$ cat src/rtl/wb_regfile.sv
// Write-back register file: 32 integer registers (x0 = 0), ALU and load result
// ports, a pending-load FIFO that drains into idle write slots, and two bypassed read ports.
module wb_regfile #(
    parameter int unsigned DATA_W = 32,
    parameter int unsigned DEPTH  = 2
) (
    input  logic              clk,
    input  logic              rst,
    input  logic              alu_en,
    input  logic [4:0]        alu_rd,
    input  logic [DATA_W-1:0] alu_data,
    input  logic              ld_valid,
    output logic              ld_ready,
    input  logic [4:0]        ld_rd,
    input  logic [DATA_W-1:0] ld_data,
    input  logic [4:0]        rs1_addr,
    input  logic [4:0]        rs2_addr,
    output logic [DATA_W-1:0] rs1_data,
    output logic [DATA_W-1:0] rs2_data,
    output logic              busy
);

    localparam int unsigned NREG  = 32;
    localparam int unsigned PTR_W = (DEPTH > 1) ? $clog2(DEPTH) : 1;
    localparam int unsigned CNT_W = $clog2(DEPTH + 1);
    localparam int unsigned IDX_W = PTR_W + 1;

    typedef struct packed {
        logic              vld;
        logic [4:0]        rd;
        logic [DATA_W-1:0] data;
    } entry_t;

    logic [DATA_W-1:0] regs [NREG];
    entry_t            fifo [DEPTH];
    logic [PTR_W-1:0]  rd_ptr;
    logic [PTR_W-1:0]  wr_ptr;
    logic [CNT_W-1:0]  count;

    logic              aw;
    logic              la;
    logic              ld_keep;
    logic              fifo_empty;
    logic              head_vld;
    logic              pop;
    logic              ld_direct;
    logic              push;

    logic              wr_en;
    logic [4:0]        wr_addr;
    logic [DATA_W-1:0] wr_data;

    logic [4:0]        raddr [2];
    logic [DATA_W-1:0] rdata [2];
    logic [IDX_W-1:0]  idx;

    function automatic logic [PTR_W-1:0] ptr_inc(input logic [PTR_W-1:0] p);
        if (p == PTR_W'(DEPTH - 1)) begin
            return '0;
        end
        return p + PTR_W'(1);
    endfunction

    // Handshake and slot arbitration; a load killed by a same-cycle ALU write is still handshaken.
    assign aw         = !rst && alu_en && (alu_rd != 5'd0);
    assign ld_ready   = !rst && (count < CNT_W'(DEPTH));
    assign la         = ld_valid && ld_ready;
    assign ld_keep    = la && (ld_rd != 5'd0) && !(aw && (ld_rd == alu_rd));
    assign fifo_empty = (count == CNT_W'(0));
    assign head_vld   = fifo[rd_ptr].vld;
    assign pop        = !rst && !aw && !fifo_empty;
    // A stale head pops without using the slot, so a lone stale entry lets a new load go direct.
    assign ld_direct  = ld_keep && !aw &&
                        (fifo_empty || ((count == CNT_W'(1)) && !head_vld));
    assign push       = ld_keep && !ld_direct;
    assign busy       = !rst && !fifo_empty;

    always_comb begin
        wr_en   = 1'b0;
        wr_addr = 5'd0;
        wr_data = '0;
        if (aw) begin
            wr_en   = 1'b1;
            wr_addr = alu_rd;
            wr_data = alu_data;
        end else if (pop && head_vld) begin
            wr_en   = 1'b1;
            wr_addr = fifo[rd_ptr].rd;
            wr_data = fifo[rd_ptr].data;
        end else if (ld_direct) begin
            wr_en   = 1'b1;
            wr_addr = ld_rd;
            wr_data = ld_data;
        end
    end

    // Architectural register array.
    always_ff @(posedge clk) begin
        if (rst) begin
            for (int i = 0; i < int'(NREG); i++) begin
                regs[i] <= '0;
            end
        end else if (wr_en && (wr_addr != 5'd0)) begin
            regs[wr_addr] <= wr_data;
        end
    end

    // Pending-load FIFO with WAW invalidation by ALU writes.
    always_ff @(posedge clk) begin
        if (rst) begin
            rd_ptr <= '0;
            wr_ptr <= '0;
            count  <= '0;
            for (int i = 0; i < int'(DEPTH); i++) begin
                fifo[i] <= '0;
            end
        end else begin
            for (int i = 0; i < int'(DEPTH); i++) begin
                if (aw && (fifo[i].rd == alu_rd)) begin
                    fifo[i].vld <= 1'b0;
                end
            end
            if (push) begin
                fifo[wr_ptr] <= '{vld: 1'b1, rd: ld_rd, data: ld_data};
                wr_ptr       <= ptr_inc(wr_ptr);
            end
            if (pop) begin
                rd_ptr <= ptr_inc(rd_ptr);
            end
            count <= count + CNT_W'(push) - CNT_W'(pop);
        end
    end

    assign raddr[0] = rs1_addr;
    assign raddr[1] = rs2_addr;

    // Read bypass: later assignments are newer and override older sources.
    always_comb begin
        idx = '0;
        for (int p = 0; p < 2; p++) begin
            rdata[p] = regs[raddr[p]];
            for (int i = 0; i < int'(DEPTH); i++) begin
                idx = {1'b0, rd_ptr} + IDX_W'(i);
                if (idx >= IDX_W'(DEPTH)) begin
                    idx = idx - IDX_W'(DEPTH);
                end
                if ((i < int'(count)) && fifo[idx[PTR_W-1:0]].vld &&
                    (fifo[idx[PTR_W-1:0]].rd == raddr[p])) begin
                    rdata[p] = fifo[idx[PTR_W-1:0]].data;
                end
            end
            if (ld_keep && (ld_rd == raddr[p])) begin
                rdata[p] = ld_data;
            end
            if (aw && (alu_rd == raddr[p])) begin
                rdata[p] = alu_data;
            end
            if (rst || (raddr[p] == 5'd0)) begin
                rdata[p] = '0;
            end
        end
    end

    assign rs1_data = rdata[0];
    assign rs2_data = rdata[1];

endmodule

$ cat config.mk
export PLATFORM = sky130hd
export DESIGN_NAME = wb_regfile
export DESIGN_NICKNAME = d
export VERILOG_FILES = /design/src/rtl/wb_regfile.sv
export SDC_FILE = /design/constraint.sdc
export NUM_CORES = 2
export LEC_CHECK = 0
export ABC_CLOCK_PERIOD_IN_PS = 5500
export CAP_MARGIN = 20
export CELL_PAD_IN_SITES_DETAIL_PLACEMENT = 0
export CELL_PAD_IN_SITES_GLOBAL_PLACEMENT = 1
export CORE_MARGIN = 5
export CORE_UTILIZATION = 44
export DETAILED_ROUTE_END_ITERATION = 12
export GPL_ROUTABILITY_DRIVEN = 0
export PLACE_DENSITY_LB_ADDON = 0.1
export SETUP_SLACK_MARGIN = 0.4
export SLEW_MARGIN = 20
export SYNTH_ARGS = -nofsm -noshare
export SYNTH_HDL_FRONTEND = slang
export SYNTH_SLANG_ARGS = --single-unit
$ cat constraint.sdc
create_clock -name clk -period 5.5 [get_ports clk]
set_clock_uncertainty 0.2 [all_clocks]
set_input_delay 1.1 -clock clk [delete_from_list [all_inputs] [get_ports clk]]
set_output_delay 1.1 -clock clk [all_outputs]
set_load 0.005 [all_outputs]
==> results.json <==
{
  "worstPathRequired_ns": 4.20,
  "dr.pass1.iters": 8,
  "leakagePower_nw": 28.0,
  "cap_viol_max_count": 0,
  "p_sw_mw": 7.40,
  "placementRows": 136,
  "post_synth_instance_area_um2": 60800,
  "grt_pass1_vias": 48100,
  "cts-root-buf": "clkbuf_16",
  "critPathMaxFanout": 14,
  "clockPowerShare_pct": 36.5,
  "start_util_pct": 44.3,
  "grt-ovfl-total": 0,
  "min-delay-path-class": "flip-flop to flip-flop",
  "relSlewSlack_pct": 29.7,
  "grt_use_total_pct": 37.8,
  "clk_latency_ns": 0.78,
  "cp_cell_sequence": "buf_8, buf_12, buf_4, mux4_2, o21ai_0, buf_4, a21boi_0, a32oi_4, nand2_1, o211ai_1, dlygate4sd2_1",
  "min_period_ns": 5.18,
  "area_growth_pct": 25.0,
  "worst_ep_arrival_time_ns": 3.88,
  "max_freq_mhz": 193,
  "avgSynthCellArea_um2": 11.9,
  "drive_above_1_share_pct": 25.2,
  "boundaryPins": 154,
  "peakVddDrop_mv": 0.253,
  "cts_hold_buf": 0,
  "yosys_most_used_dff": "edfxtp_1",
  "grt_pass1_wl_mm": 388,
  "finalWirelength_mm": 284,
  "htree_num_levels": 4,
  "dp_hpwl_mm": 198,
  "critPathKind": "input pin to output port",
  "hold_viol": 0,
  "rsz0062_at_grt": "yes",
  "vias": 50900,
  "period_share_pct": 94.1,
  "met3_usage_pct": 15.1,
  "cts_tree": "yes",
  "cp-start-kind": "input pin",
  "ys_seq_area_share_pct": 54.5,
  "worstRegToRegCells": 10,
  "final.setup.tns_ns": 0,
  "p_comb_share_pct": 22.1,
  "clk_pin_slew_ns": 0.05,
  "crit_buf_inv": 5,
  "async_flop_share_pct": 0,
  "finalSetupViolations": 0,
  "swShare_pct": 30.3,
  "ys_ff_latch": 1105,
  "drt-initial-drc-count": 8589,
  "synth-edff-count": 1098,
  "chipHeight_um": 382,
  "cp_num_cells": 11,
  "hold_depth": 1,
  "yosys.cell_types.count": 69,
  "cp_top_family": "buffers and inverters",
  "outcome": "finished clean",
  "place_inst": 7190,
  "cts_buffers": 131,
  "use_met2_pct": 54.0,
  "grt_busiest_layer": "met2",
  "yosysWarningCount": 0,
  "power_mw": 24.5,
  "layoutNonFillerInstCount": 7545,
  "coreArea_um2": 137000,
  "power_density_nw_per_um2": 322,
  "finalNetCount": 5741,
  "finalMaxSlewViolations": 0,
  "drc": 0,
  "p_seq_share_pct": 41.4,
  "clockBufferDepth": 3,
  "ant_nets": 0,
  "grt_util_met1_pct": 52.0,
  "synthCells": 5103,
  "path_common_cell": "buf_4",
  "p_int_mw": 17.1,
  "critPathCaptureType": "output port",
  "critical-path-max-stage-delay_ns": 0.55,
  "worstMarginPinSlew_ns": 1.05,
  "grt_max_degree": 45,
  "wl_per_cell_um": 37.7,
  "antenna_found_initial": 11,
  "fp.dieW_um": 382,
  "io_buffers": 153,
  "clock-sinks": 1105,
  "die_area_um2": 146000,
  "cpMaxStageDelayCell": "mux4_2",
  "fillers": 11500,
  "vias_per_cell": 6.75
}
## worst paths after layout
path / startpoint / endpoint / slack (ns)
max: rs1_addr[1] / rs1_data[9] / 0.32
min: fifo[0][37]$_SDFFE_PP1P_ / fifo[0][37]$_SDFFE_PP1P_ / 0.34
max reg2reg: flip-flop / regs[28][20]$_SDFFCE_PN0P_ / 1.28
min reg2reg: fifo[0][37]$_SDFFE_PP1P_ / fifo[0][37]$_SDFFE_PP1P_ / 0.34
## placed cells by master, fill, tap and decap left out, drive strengths merged, types with 75 or more instances in the layout
cell and count:
a21oi 75, edfxtp 1098, nand3 82, clkdlybuf4s50 84
o211ai 89, buf 733, a22oi 96, o21ai 197
o22ai 125, mux4 241, clkbuf 180, mux2i 624
nand2 201, a221oi 82, nand2b 75, nor2 1088
and2 99
## Yosys cell counts, types with 75 or more instances
master / instances / share of area (%)
edfxtp_1: 1098 / 54
mux2i_1: 624 / 10
nand2b_1: 75 / 0.77
buf_2: 134 / 1.1
o211ai_1: 89 / 1.1
nand2_1: 201 / 1.2
clkbuf_1: 305 / 1.9
o22ai_1: 125 / 1.3
a221oi_1: 82 / 1.2
a22oi_1: 96 / 1.2
mux4_2: 241 / 8.9
nor2_1: 1085 / 6.7
and2_1: 97 / 1.0
nand3_1: 82 / 0.68
o21ai_0: 195 / 1.6
## repair_timing
item                                    4_1_cts  5_1_grt
endpoints found under the setup margin       64       47
pin swaps                                    28       44
buffers inserted                             33       70
endpoints found under the hold margin         0        0
resized for setup                           188      126
cloned                                       12        7
## power groups by stage
stage                     logic, mW  clock network [mW]  registers [mW]
after floorplan                2.51                   0            10.1
after global placement         4.94                   0            10.2
after detailed placement       4.94                   0            10.3
after CTS                      5.09                8.98            10.1
after global routing           5.50                9.32            10.2
final                          5.41                8.92            10.1
## metrics by stage
| stage | area [um2] | setup WS, ns | utilization (%) | hold WS (ns) |
|---|---|---|---|---|
| global route | 76000 | 0.293 | 55.3 | 0.365 |
| global placement | 69100 | -0.596 | 50.3 | 0.320 |
| floorplan | 60900 | 0.659 | - | 0.299 |
| CTS | 74700 | 0.314 | 54.4 | 0.336 |
| finish | 76000 | 0.322 | 55.3 | 0.341 |
| detailed placement | 69100 | -0.538 | 50.3 | 0.324 |
## cell type report
type                            instances  area (um2)  share of cell area (%)
Sequential cell                      1105       33100                    43.6
Multi-Input combinational cell       3511       26700                    35.2
Timing Repair Buffer                  891        9560                    12.6
Clock buffer                          170        3620                    4.76
Tap cell                             1794        2240                    2.95
Clock inverter                         60         682                   0.897
Inverter                               11        45.0                  0.0593
Antenna cell                            3        7.51                 0.00988
## logic make-up after synthesis
group / after synthesis / share of synthesized area, %
simple gates: 1684 / 11.8
flops: 1105 / 54.5
mux: 922 / 20.3
compound gates: 813 / 9.03
buf+inv: 519 / 3.54
xor+xnor: 57 / 0.821
fa+ha+maj: 2 / 0.0412
other cells: 1 / 0.00617
## worst register-to-register path: cells and delay by family (launching register included)
kind / cells / cell delay [ns]
buffers and inverters: 4 / 1.46
AND/OR/NAND/NOR: 4 / 1.21
flip-flops: 1 / 0.45
multiplexers: 1 / 0.45
AO/OA/AOI/OAI: 1 / 0.07
## per-layer routing
layer / vias to the layer above / wire length, um / part of all wire, %
li1: 20400 / - / -
met1: 25700 / 109000 / 38
met2: 4128 / 119000 / 42
met3: 685 / 43900 / 15
met4: 6 / 12300 / 4.3
met5: - / 38 / 0.013
## state kept, by name, indices dropped and copies added (netlist names), named ones only
name	flops
rd_ptr	1
fifo	76
count	2
regs	1024
wr_ptr	1
(Power assumes the default switching activity.)
